**config.mk**
```make
export PLATFORM = sky130hd
export DESIGN_NAME = instruction_fetch
export DESIGN_NICKNAME = d
export VERILOG_FILES = /design/src/rtl/cpu_defs.sv /design/src/rtl/fetch_next_pc.sv /design/src/rtl/instruction_fetch.sv
export SDC_FILE = /design/constraint.sdc
export NUM_CORES = 1
export LEC_CHECK = 0
export BUFFER_PORTS_ARGS = -buffer_cell sky130_fd_sc_hd__buf_2
export CAP_MARGIN = 15
export CORE_MARGIN = 10
export CORE_UTILIZATION = 49
export CTS_BUF_LIST = sky130_fd_sc_hd__clkbuf_8 sky130_fd_sc_hd__clkbuf_16
export CTS_CLUSTER_DIAMETER = 200
export DETAILED_ROUTE_END_ITERATION = 6
export PLACE_DENSITY = 0.84
export SLEW_MARGIN = 40
export SYNTH_ARGS = -nofsm -noshare
export SYNTH_HDL_FRONTEND = slang
export SYNTH_HIERARCHICAL = 1
export SYNTH_SLANG_ARGS = --single-unit
```
**constraint.sdc**
```tcl
create_clock -name CLK -period 3.25 [get_ports CLK]
set_clock_uncertainty 0.1 [all_clocks]
set_input_delay 0.4875 -clock CLK [delete_from_list [all_inputs] [get_ports CLK]]
set_output_delay 0.4875 -clock CLK [all_outputs]
set_load 0.005 [all_outputs]
```
**src/rtl/cpu_defs.sv**
```systemverilog
// cpu_defs: shared opcodes, fetch state encoding and default reset PC
package cpu_defs;
  localparam logic [7:0] OP_J = 8'h06;
  localparam logic [7:0] OP_BEQ = 8'h07;
  localparam logic [7:0] OP_BNE = 8'h0D;
  localparam logic [31:0] DEFAULT_RESET_PC = 32'h0000_0000;
  typedef enum logic [1:0] {S_IDLE, S_REQ, S_EXEC} fetch_state_t;
endpackage

```
**src/rtl/fetch_next_pc.sv**
```systemverilog
// fetch_next_pc: combinational next-PC adder with opcode-qualified take mux
module fetch_next_pc
  import cpu_defs::*;
(
  input  logic [31:0] PC,
  input  logic [31:0] INSTRUCTION,
  input  logic        BRANCH,
  input  logic        BRANCHNEQ,
  input  logic        JUMP,
  input  logic        ZERO,
  output logic [31:0] NEXT_PC
);
  logic [7:0] opcode;
  logic take;
  logic [31:0] pc4;
  logic [31:0] off;
  logic unused_low;
  assign unused_low = ^INSTRUCTION[15:0];
  // Flags only count for j/beq/bne, so junk flags on other opcodes cannot redirect
  always_comb begin
    opcode = INSTRUCTION[31:24];
    take = (opcode == OP_J) ? JUMP :
           (opcode == OP_BEQ) ? (BRANCH & ZERO) :
           (opcode == OP_BNE) ? (BRANCHNEQ & ~ZERO) : 1'b0;
    pc4 = PC + 32'd4;
    off = {{22{INSTRUCTION[23]}}, INSTRUCTION[23:16], 2'b00};
    NEXT_PC = take ? pc4 + off : pc4;
  end
endmodule

```
**src/rtl/instruction_fetch.sv**
```systemverilog
// instruction_fetch: PC/IMEM handshake FSM; CPU_FETCH_PERF_EN adds perf counters
module instruction_fetch
  import cpu_defs::*;
#(
  parameter logic [31:0] RESET_PC = DEFAULT_RESET_PC
) (
  input  logic        CLK,
  input  logic        RESET,
  input  logic        BRANCH,
  input  logic        BRANCHNEQ,
  input  logic        JUMP,
  input  logic        ZERO,
  input  logic        STALL,
  output logic        IMEM_READ,
  output logic [31:0] IMEM_ADDRESS,
  input  logic [31:0] IMEM_READDATA,
  input  logic        IMEM_BUSYWAIT,
  output logic [31:0] INSTRUCTION,
  output logic [31:0] PC,
  output logic        INSTR_VALID
`ifdef CPU_FETCH_PERF_EN
  ,
  output logic [31:0] INSTR_COUNT,
  output logic [31:0] STALL_COUNT
`endif
);
  fetch_state_t state, state_next;
  logic [31:0] next_pc;
  logic fetch_done, exec_done;

  fetch_next_pc u_next_pc (
    .PC(PC),
    .INSTRUCTION(INSTRUCTION),
    .BRANCH(BRANCH),
    .BRANCHNEQ(BRANCHNEQ),
    .JUMP(JUMP),
    .ZERO(ZERO),
    .NEXT_PC(next_pc)
  );

  assign fetch_done = (state == S_REQ) && !IMEM_BUSYWAIT;
  assign exec_done = (state == S_EXEC) && !STALL;

  // State register; reset abandons any outstanding read
  always_ff @(posedge CLK)
    state <= !RESET ? S_IDLE : state_next;

  // Next state and memory request, decoded from state/PC only
  always_comb begin
    state_next = state;
    state_next = (state == S_IDLE) ? S_REQ :
                 (state == S_REQ) ? (IMEM_BUSYWAIT ? S_REQ : S_EXEC) :
                 (state == S_EXEC) ? (STALL ? S_EXEC : S_REQ) : S_IDLE;
    IMEM_READ = (state == S_REQ);
    IMEM_ADDRESS = PC;
  end

  // Capture the instruction on fetch, advance PC when execution leaves
  always_ff @(posedge CLK)
    if (!RESET) begin
      PC <= RESET_PC;
      INSTRUCTION <= '0;
      INSTR_VALID <= 1'b0;
    end else begin
      if (fetch_done) begin
        INSTRUCTION <= IMEM_READDATA;
        INSTR_VALID <= 1'b1;
      end
      if (exec_done) begin
        PC <= next_pc;
        INSTR_VALID <= 1'b0;
      end
    end

`ifdef CPU_FETCH_PERF_EN
  // Count completed instructions and every cycle lost to busywait or stall
  always_ff @(posedge CLK)
    if (!RESET) begin
      INSTR_COUNT <= '0;
      STALL_COUNT <= '0;
    end else begin
      if (exec_done) INSTR_COUNT <= INSTR_COUNT + 32'd1;
      if ((state == S_REQ && IMEM_BUSYWAIT) || (state == S_EXEC && STALL))
        STALL_COUNT <= STALL_COUNT + 32'd1;
    end
`endif
endmodule

```
## Yosys cells after proc, flatten, opt, wreduce, memory -nomap -nowiden

Cells that the tools add are included.
W data, S select, Z words.

- Register bits after elaboration: 67
- Input bits: 40
- Output and inout port bits: 98
- Word-level logic and storage cells: 32

- $add $sub $neg: 2
- Equality and inequality tests: 5
- Mux-type cells: 9
- Bitwise logic cells: 4
- Reductions and logical operators: 7

Operator list:

| cell | number |
|---|---|
| $add A32 B3 Y32 const B | 1 |
| $add A32 B32 Y32 | 1 |
| $mux W32 | 1 |
| $eq A8 B3 Y1 const B | 2 |
| $eq A8 B4 Y1 const B | 1 |
| $mux W2 | 4 |
| $mux W1 | 4 |
| $reduce_or A2 Y1 | 2 |
| $and A1 B1 Y1 | 2 |
| $eq A2 B1 Y1 const B | 1 |
| $eq A2 B2 Y1 const B | 1 |
| $logic_and A1 B1 Y1 | 2 |
| $logic_not A1 Y1 | 2 |
| $logic_not A2 Y1 | 1 |
| $not A1 Y1 | 2 |

## Longest topological paths before layout

Gate-level depths: netlist of the first run.

- Depth after elaboration: 6
- Mapped depth: 18

## By module

Netlist of the first run, hierarchy kept.

Modules (own cells, without submodules):

| module | instances | cells an instance | area each (um^2) | sequential area each (um^2) |
|---|---|---|---|---|
| instruction_fetch | 1 | 325 | 2989.1 | 1341.3 |
| fetch_next_pc | 1 | 378 | 2519.9 | 0.0 |

## Least setup slack after synthesis of the first run

OpenSTA, ideal clock, no wires.

- Path kind: register to register
- Start: register PC[4], in the netlist IMEM_ADDRESS[4]
- End: register PC[29], in the netlist IMEM_ADDRESS[29]
- Arrival: 3.231 ns
- Required time: 3.078 ns
- Setup slack: -0.152 ns
- Cell stages (with the launch flop): 19
- Buffers on the path: 0
- Clock period less this slack: 3.402 ns
- Path through: dfxtp_1 > nand3_1 > nor2_1 > nand3_1 > nor2_1 > nand2_1 > xnor2_1 > ha_1 > a21oi_1 > o21bai_1 > a21o_1 > a21o_1 > a21oi_1 > nand2b_1 > o311ai_1 > and4_1 > nor3_1 > nand2_1 > mux2i_1

- Cells in the longest elaborated chain, start to end: 3

RTL lines:

| what | RTL line | text |
|---|---|---|
| from (decl) | instruction_fetch.sv:19 | `output logic [31:0] PC,` |
| from (signal assigned) | instruction_fetch.sv:70 | `PC <= next_pc;` |
| $add A32 B3 Y32 * | fetch_next_pc.sv:25 | `pc4 = PC + 32'd4;` |
| $add A32 B32 Y32 | fetch_next_pc.sv:27 | `NEXT_PC = take ? pc4 + off : pc4;` |
| $mux W32 * | fetch_next_pc.sv:27 |  |
| via next_pc[29] | instruction_fetch.sv:28 | `logic [31:0] next_pc;` |

Mark *: on every way through the listed nets, which the timed path passes. The rest lies on a longest branch.
A chain may end at the register's enable or synchronous reset.

## Final worst setup path of the first run

- Start: register PC[11], in the netlist IMEM_ADDRESS[11]
- End: register PC[25], in the netlist IMEM_ADDRESS[25]

Same word-level chain as after synthesis.

==> flow_metrics.tcl, run 1 <==
set metrics [dict create \
    vdd_drop_max_uv 323 \
    ys_seq_area_share_pct 24.3 \
    place_ws_ps -207 \
    n_antenna_cell 0 \
    port_buffers 137 \
    wire_per_inst_um 19.8 \
    antenna_found_initial 0 \
    core_area_um2 10900 \
    syn_to_final_growth_pct 40.9 \
    crit_path_start_kind "register" \
    critical_path_class "reg2reg" \
    grt-ovfl-total 0 \
    syn_inst 703 \
    holdWs_ps 288 \
    finalMaxSlewViolations 0 \
    start_util_pct 50.4 \
    outcome "finished, violations left" \
    dieWidth_um 126 \
    finalPower_mw 2.09 \
    via_count 6057 \
    cp_max_fo 4 \
    root_buffer "clkbuf_16" \
    path_clk_slew_ps 70 \
    fin_area_um2 7760 \
    synthTopCellsByArea "dfxtp_1 24%, mux2i_1 12%, nand2_1 11%, ha_1 8.4%, xnor2_1 5.9%" \
    post-route-period-util_pct 119 \
    layout_min_cycle_time_ps 3870 \
    io_pins 138 \
    final_cell_mix "157 x nand2_1, 136 x buf_2, 98 x buf_4" \
    pwr_density_cell_nw_per_um2 269 \
    crit_required_ps 3410 \
    timing.fmax_ghz 0.258 \
    end_kind "register" \
    drv_cap 0 \
    cts.sinks 67 \
    cts_max_level 3 \
    p_leak_nw 3.52 \
    placed_cells 1000 \
    vias_per_cell 5.87 \
    drt_iter0_drc 680 \
    wl_mm 20.4 \
    ant_nets 0 \
    synth_area_um2 5510 \
    grtUsageTotal_pct 20.0 \
    worst_pin_slew_ps 822 \
    detail_route.first_pass.iterations 7 \
    fin_cells 1032 \
    yosysTopAreaCellShare_pct 24.3 \
    clk_latency_ps 350 \
    yosysWarnings 6 \
    final_common_cell "nand2_1" \
    synth-seq-cells 67 \
    numCtsBuffers 9 \
    route.detailed.drc 0 \
    max-clock-path-buffers 2 \
    cts_tree "yes" \
    die_h_um 126 \
    grt_max_degree 55 \
    syn_nets 781 \
    async_flop_share_pct 0 \
    gp_congestion 0.934 \
    hold_violations 0 \
    synthDistinctLibCells 56 \
    grt_pass1_vias 5569 \
    ys.flop_type "dfxtp_1" \
    finalNetCount 965 \
    rsz0062_at_grt "true" \
    fillCellCount 744 \
    fin_ws_ps -625 \
    setup_viol 15 \
    crit_arrival_ps 4040 \
    violations "negative setup slack" \
    hold_class "in2reg" \
    slew_headroom_pct 45.1 \
    rows 38 \
    die_area_um2 15900 \
    place_area_um2 6580 \
    drive_above_1_share_pct 43.6 \
    grt_pass1_wl_mm 27.6 \
    yosysTopAreaCell "dfxtp_1" \
    syn_avg_cell_area_um2 7.84 \
    dpl.hpwl_mm 11.6 \
    synth_edf_count 0 \
]
-- path summary, 6_finish.rpt --
| path | startpoint | endpoint | slack (ps) | depth (start not counted) |
|---|---|---|---|---|
| setup / recovery | IMEM_ADDRESS[11] | IMEM_ADDRESS[25] | -620 | 17 |
| hold / removal | IMEM_READDATA[24] | INSTRUCTION[24] | 290 | 3 |
| hold reg to reg | INSTRUCTION[6] | INSTRUCTION[6] | 350 | 2 |
| setup reg to reg | IMEM_ADDRESS[11] | IMEM_ADDRESS[25] | -620 | 17 |
-- flip-flops by register name (all words and copies together) (netlist names) --
| name | count |
|---|---|
| INSTR_VALID | 1 |
| INSTRUCTION | 32 |
| IMEM_ADDRESS | 32 |
| state | 2 |
-- cells in the mapped netlist, drive strengths merged, types with 4 or more instances --
master	n
xnor2	37
a21o	17
xor2	15
nand4	9
nand2	163
dfxtp	67
ha	37
o21ai	20
nand3	24
nor2	46
buf	57
inv	16
nor3	4
and4	5
and3	6
mux2i	65
o21bai	6
a21oi	56
clkbuf	11
-- kinds of logic (layout without fill, tap and decap cells) --
family | Yosys count | count (layout) | synth area share, %
simple gates | 274 | 274 | 21.8
compound gates | 122 | 122 | 14.4
buf+inv | 84 | 273 | 10.4
flops | 67 | 67 | 24.3
mux | 66 | 66 | 12.0
xor+xnor | 52 | 52 | 8.27
fa+ha+maj | 38 | 38 | 8.77
-- metal layers --
| metal | wire, um | GRT usage, % |
|---|---|---|
| met1 | 7880 | 23.4 |
| met2 | 9730 | 34.6 |
| met3 | 1840 | 5.20 |
| met4 | 991 | 7.03 |
| met5 | 0 | 0 |
-- critical path, stage by stage, from the launching register on --
cell and delay [ps]:
dfxtp_2 340, inv_1 100, nor2_4 260, buf_6 140, nand4_1 150, xnor2_2 470, ha_1 370, and3_4 170
and4_4 190, a22o_1 220, a21oi_2 160, a21oi_2 120, o21ai_4 190, o21ai_2 110, a31o_1 230, a211oi_2 250
nand2_1 90, mux2i_1 130
-- layout make-up --
cell class              instances  area, um^2  area share (%)
clock inverters                 6        47.5           0.613
repair buffers                241        1510            19.5
clock buffers                  10         239            3.08
flip-flops and latches         67        1360            17.5
inverters                      16        60.1           0.774
multi-input cells             552        4370            56.3
well taps                     140         175            2.26
-- report_power, final --
part | internal (mW) | total [mW] | switching [mW]
Clock | 0.544 | 0.952 | 0.408
Sequential | 0.843 | 0.866 | 0.0230
Combinational | 0.124 | 0.269 | 0.144
Total | 1.51 | 2.09 | 0.575
-- metrics by stage --
stage               TNS [ps]  util, %
finish                 -5650     71.0
global route           -6940     71.0
CTS                     -392     65.9
detailed placement     -1080     60.2
global placement        -458     60.2
floorplan                  0        -
-- timing repair --
item	4_1_cts	5_1_grt
hold buffers	0	0
gates resized for setup	58	84
setup buffers	5	11
pin swaps	34	57
setup endpoints to repair	13	19
Power figures use the tool's default switching activity.
==> run 2, diff against run 1 <==
--- a/config.mk
+++ b/config.mk
@@ -13,8 +13,8 @@
 export CTS_CLUSTER_DIAMETER = 200
 export DETAILED_ROUTE_END_ITERATION = 6
 export PLACE_DENSITY = 0.84
-export SLEW_MARGIN = 40
 export SYNTH_ARGS = -nofsm -noshare
 export SYNTH_HDL_FRONTEND = slang
 export SYNTH_HIERARCHICAL = 1
 export SYNTH_SLANG_ARGS = --single-unit
+export TNS_END_PERCENT = 1
==> run 2 against run 1 <==
Against the previous run: the flow still finishes with violations (negative setup slack); combinational power is 4% lower; sequential share of layout area is 0.37 points higher; sequential power hardly changed; worst hold slack better by 5.4 ps; utilization is 1.5 points lower; global-route usage is 1.3 points higher; critical path depth is 2 lower.
==> flow_metrics.tcl, run 2 (synthesized netlist as in run 1, its figures left out) <==
set metrics [dict create \
    outcome "finished, violations left" \
    violations "negative setup slack" \
    via_count 6130 \
    start_util_pct 50.4 \
    drv_cap 0 \
    rows 38 \
    cts_tree "yes" \
    crit_arrival_ps 3860 \
    crit_required_ps 3410 \
    drive_above_1_share_pct 41.3 \
    fillCellCount 763 \
    root_buffer "clkbuf_16" \
    vdd_drop_max_uv 268 \
    dpl.hpwl_mm 11.6 \
    r2r_slack_ps -440 \
    wl_mm 19.7 \
    wire_per_inst_um 18.9 \
    critical_path_class "reg2reg" \
    cp_max_fo 5 \
    pwr_density_cell_nw_per_um2 275 \
    n_antenna_cell 0 \
    numCtsBuffers 9 \
    finalNetCount 980 \
    finalPower_mw 2.09 \
    hold_violations 0 \
    p_leak_nw 3.61 \
    worstRegToRegCells 15 \
    crit_path_start_kind "register" \
    path_clk_slew_ps 60 \
    detail_route.first_pass.iterations 5 \
    drt_iter0_drc 623 \
    hold_class "in2reg" \
    min_delay_path_depth 3 \
    finalMaxSlewViolations 0 \
    grt-ovfl-total 0 \
    dieWidth_um 126 \
    utilization_pct 69.5 \
    holdCritStartpoint "IMEM_READDATA[28]" \
    final_common_cell "nand2_1" \
    grt_pass1_vias 5813 \
    cp_slowest_stage_delay_ps 430 \
    route.detailed.drc 0 \
    max-clock-path-buffers 2 \
    cts_max_level 3 \
    path_cells "ha_4 -> nand3_1 -> xnor2_2 -> ha_1 -> nand3_1 -> o211ai_1 -> and3_4 -> a21oi_2 -> a21oi_2 -> o21ai_2 -> o311ai_2 -> a21oi_1 -> nor3_1 -> nand2_1 -> mux2i_1" \
    port_buffers 137 \
    die_h_um 126 \
    r2r-end "IMEM_ADDRESS[29]" \
    cp_slowest_cell "o211ai_1" \
    cts.sinks 67 \
    timing.fmax_ghz 0.271 \
    fin_tns_setup_ps -3280 \
    gp_congestion 0.914 \
    grtUsageTotal_pct 21.3 \
    setup_viol 13 \
    antenna_found_initial 0 \
    slew_headroom_pct 47.9 \
    core_area_um2 10900 \
    grt_max_degree 70 \
    worst_pin_slew_ps 780 \
    place_area_um2 6700 \
    layout_min_cycle_time_ps 3690 \
    syn_to_final_growth_pct 38.0 \
    fin_area_um2 7600 \
    ant_nets 0 \
    final_cell_mix "159 x nand2_1, 136 x buf_2, 114 x buf_4" \
    post-route-period-util_pct 114 \
    crit-reg2reg-launch "IMEM_ADDRESS[3]" \
    rsz0062_at_grt "true" \
    fin_ws_ps -443 \
    hold-path-endpoint "INSTRUCTION[28]" \
    end_kind "register" \
    place_ws_ps -173 \
    grt_pass1_wl_mm 29.0 \
    clk_latency_ps 330 \
    io_pins 138 \
    vias_per_cell 5.86 \
    die_area_um2 15900 \
]
run 2: cell types whose count changed in the layout (fill, tap and decap cells not counted), moves of 3 or more:
cell     before  now
nand2_2       5    2
nand3_2       6    2
buf_4        98  114
nand3_1      10   15
xor2_1       11   14
ha_4         11    6
a21oi_4       3    0
ha_2          5    1
ha_1         21   30
nor2_4        7    4
xor2_2        4    1
a21oi_1      37   42
run 2: per-layer routing:
| metal | track usage, % | vias up | part of all wire [%] |
|---|---|---|---|
| li1 | - | 2772 | - |
| met1 | 24.6 | 2789 | 38 |
| met2 | 34.4 | 453 | 46 |
| met3 | 6.25 | 116 | 11 |
| met4 | 12.4 | 0 | 5.2 |
| met5 | 0 | - | 0 |
run 2: final cells by class:
type                    count  area (um^2)  area share (%)
clock buffers               9          225            2.96
clock inverters             6         58.8           0.774
inverters                  16         60.1           0.790
multi-input cells         552         4100            53.9
flip-flops and latches     67         1360            17.9
well taps                 140          175            2.30
repair buffers            256         1620            21.3
run 2: worst max-delay path, delay by kind of cell, from the launching register on:
| kind | cells | cell delay, ps |
|---|---|---|
| mux | 1 | 160 |
| fa+ha+maj | 2 | 580 |
| compound gates | 6 | 1330 |
| simple gates | 5 | 870 |
| flops | 1 | 380 |
| xor+xnor | 1 | 190 |
run 2: worst max path at each step:
stage                      from          endpoint  cells past startpoint
2_1_floorplan  IMEM_ADDRESS[13]  IMEM_ADDRESS[30]                     18
3_3_place_gp    IMEM_ADDRESS[3]  IMEM_ADDRESS[31]                     17
3_5_place_dp    IMEM_ADDRESS[3]  IMEM_ADDRESS[28]                     16
4_1_cts         IMEM_ADDRESS[6]  IMEM_ADDRESS[30]                     19
5_1_grt         IMEM_ADDRESS[9]  IMEM_ADDRESS[30]                     19
6_report        IMEM_ADDRESS[3]  IMEM_ADDRESS[29]                     15
run 2: through the flow:
stage	std cells	hold WS, ps
after floorplan	703	351
after global placement	1015	340
after detailed placement	1015	346
after CTS	1042	292
after global routing	1046	291
final	1046	293
run 2: repair_timing:
action	CTS	global route
hold buffers	0	0
setup buffers	12	4
endpoints found under the setup margin	12	16
pin swaps	48	26
resized for setup	64	33
run 2: report_power, final:
group,switching [mW],internal (mW),total (mW)
clock network,0.382,0.584,0.966
registers,0.0223,0.843,0.866
logic,0.137,0.120,0.257
total,0.542,1.55,2.09
==> run 3, diff against run 2 <==
--- a/config.mk
+++ b/config.mk
@@ -7,7 +7,7 @@
 export LEC_CHECK = 0
 export BUFFER_PORTS_ARGS = -buffer_cell sky130_fd_sc_hd__buf_2
 export CAP_MARGIN = 15
-export CORE_MARGIN = 10
+export CORE_MARGIN = 5
 export CORE_UTILIZATION = 49
 export CTS_BUF_LIST = sky130_fd_sc_hd__clkbuf_8 sky130_fd_sc_hd__clkbuf_16
 export CTS_CLUSTER_DIAMETER = 200
==> run 3 against run 2 <==
Against the previous run: the flow finishes with violations (design-rule violations, negative setup slack); worst hold slack got worse by 11 ps; largest cell class unchanged; maximum frequency rose by 0.36%; register-to-register slack about the same; largest power group unchanged; clock power is 0.7% lower; highest routed layer unchanged; non-clock buffer count grew 20; sequential power is essentially flat; sequential cell count unchanged.
==> flow_metrics.tcl, run 3 (synthesized netlist as in run 1, its figures left out) <==
set metrics [dict create \
    rsz0062_at_grt "true" \
    crit_required_ps 3410 \
    layout_min_cycle_time_ps 3680 \
    fillCellCount 707 \
    core_area_um2 10900 \
    slew_headroom_pct 51.3 \
    syn_to_final_growth_pct 44.2 \
    n_antenna_cell 0 \
    drv_cap 0 \
    numCtsBuffers 9 \
    finalPower_mw 2.09 \
    die_h_um 116 \
    clk_latency_ps 340 \
    dieWidth_um 116 \
    fin_tns_setup_ps -3480 \
    port_buffers 137 \
    finalNetCount 1000 \
    cts_tree "yes" \
    min_delay_path_depth 3 \
    root_buffer "clkbuf_16" \
    vias_per_cell 5.94 \
    io_pins 138 \
    post-route-period-util_pct 113 \
    fin_ws_ps -430 \
    grtUsageTotal_pct 25.3 \
    finalMaxSlewViolations 0 \
    final_cell_mix "159 x nand2_1, 136 x buf_2, 130 x buf_4" \
    cp_max_fo 5 \
    grt_pass1_wl_mm 27.6 \
    timing.fmax_ghz 0.272 \
    grt-ovfl-total 0 \
    hold_class "in2reg" \
    pwr_density_cell_nw_per_um2 264 \
    detail_route.first_pass.iterations 7 \
    ant_nets 0 \
    violations "design-rule violations, negative setup slack" \
    cts_max_level 3 \
    hold_violations 0 \
    dpl.hpwl_mm 11.0 \
    final_common_cell "nand2_1" \
    route.detailed.drc 3 \
    worstRegToRegCells 17 \
    start_util_pct 50.4 \
    die_area_um2 13500 \
    ctsHoldBuffers 0 \
    via_count 6343 \
    crit_arrival_ps 3840 \
    wl_mm 20.6 \
    outcome "finished, violations left" \
    drt_iter0_drc 629 \
    critical_path_class "reg2reg" \
    rows 38 \
    p_leak_nw 3.68 \
    max-clock-path-buffers 2 \
    end_kind "register" \
    multi_input_area_um2 4260 \
    setup_viol 15 \
    grt_max_degree 132 \
    cts.sinks 67 \
    drive_above_1_share_pct 44.6 \
    worst_pin_slew_ps 729 \
    gp_congestion 0.964 \
    path_clk_slew_ps 60 \
    wire_per_inst_um 19.3 \
    antenna_found_initial 0 \
    regArea_um2 1360 \
    holdWs_ps 282 \
    crit_path_start_kind "register" \
    vdd_drop_max_uv 252 \
    grt_pass1_vias 5862 \
]
run 3: cell types whose count changed in the layout (fill, tap and decap cells not counted), sizes merged:
cell / change
buf: +20
bufinv: -1
clkinvlp: +1
clkbuf: +1
run 3: area by class of cell:
| class | instances | share of cell area [%] |
|---|---|---|
| inverter | 16 | 0.756 |
| multi-input combinational | 552 | 53.7 |
| sequential | 67 | 17.1 |
| tap | 140 | 2.21 |
| clock buffer | 10 | 3.01 |
| clock inverter | 6 | 0.614 |
| timing repair buffer | 276 | 22.6 |
run 3: metrics by stage:
step	setup WS (ps)	instances	util, %	instance area, um^2
floorplan	-3.33	703	-	5540
global placement	-179	1032	62.5	6830
detailed placement	-224	1032	62.5	6830
CTS	-105	1060	68.9	7530
global route	-517	1067	72.6	7940
finish	-430	1067	72.6	7940
run 3: metal layers:
metal	track usage (%)	part of all wire, %
met5	0	0
met4	14.0	6.7
met3	5.48	10
met2	43.0	46
met1	29.5	37
run 3: worst paths after layout:
kind / start / to / slack [ps]
max reg2reg: IMEM_ADDRESS[5] / IMEM_ADDRESS[25] / -430
max: IMEM_ADDRESS[5] / IMEM_ADDRESS[25] / -430
min reg2reg: INSTRUCTION[6] / INSTRUCTION[6] / 350
min: IMEM_READDATA[19] / INSTRUCTION[19] / 280
run 3: critical path, stage by stage (launching register included):
cell and delay [ps]:
dfxtp_2 360, nand3_4 110, nor2_4 160, buf_4 140
nand4_1 160, xnor2_2 280, ha_4 270, a21oi_1 210
o21ai_1 190, a22o_1 270, a21oi_2 190, a21oi_4 120
o21ai_4 210, o21ai_2 110, a31o_1 210, a211oi_2 240
nand2_1 100, mux2i_1 170
run 3: where the power goes:
group | internal (mW) | switching [mW]
Sequential | 0.843 | 0.0221
Clock | 0.543 | 0.416
Combinational | 0.125 | 0.145
Total | 1.51 | 0.584
run 3: what timing repair did:
action | CTS | global route
endpoints found under the setup margin | 12 | 18
pin swaps | 48 | 46
buffers inserted | 12 | 7
gates resized for setup | 67 | 58
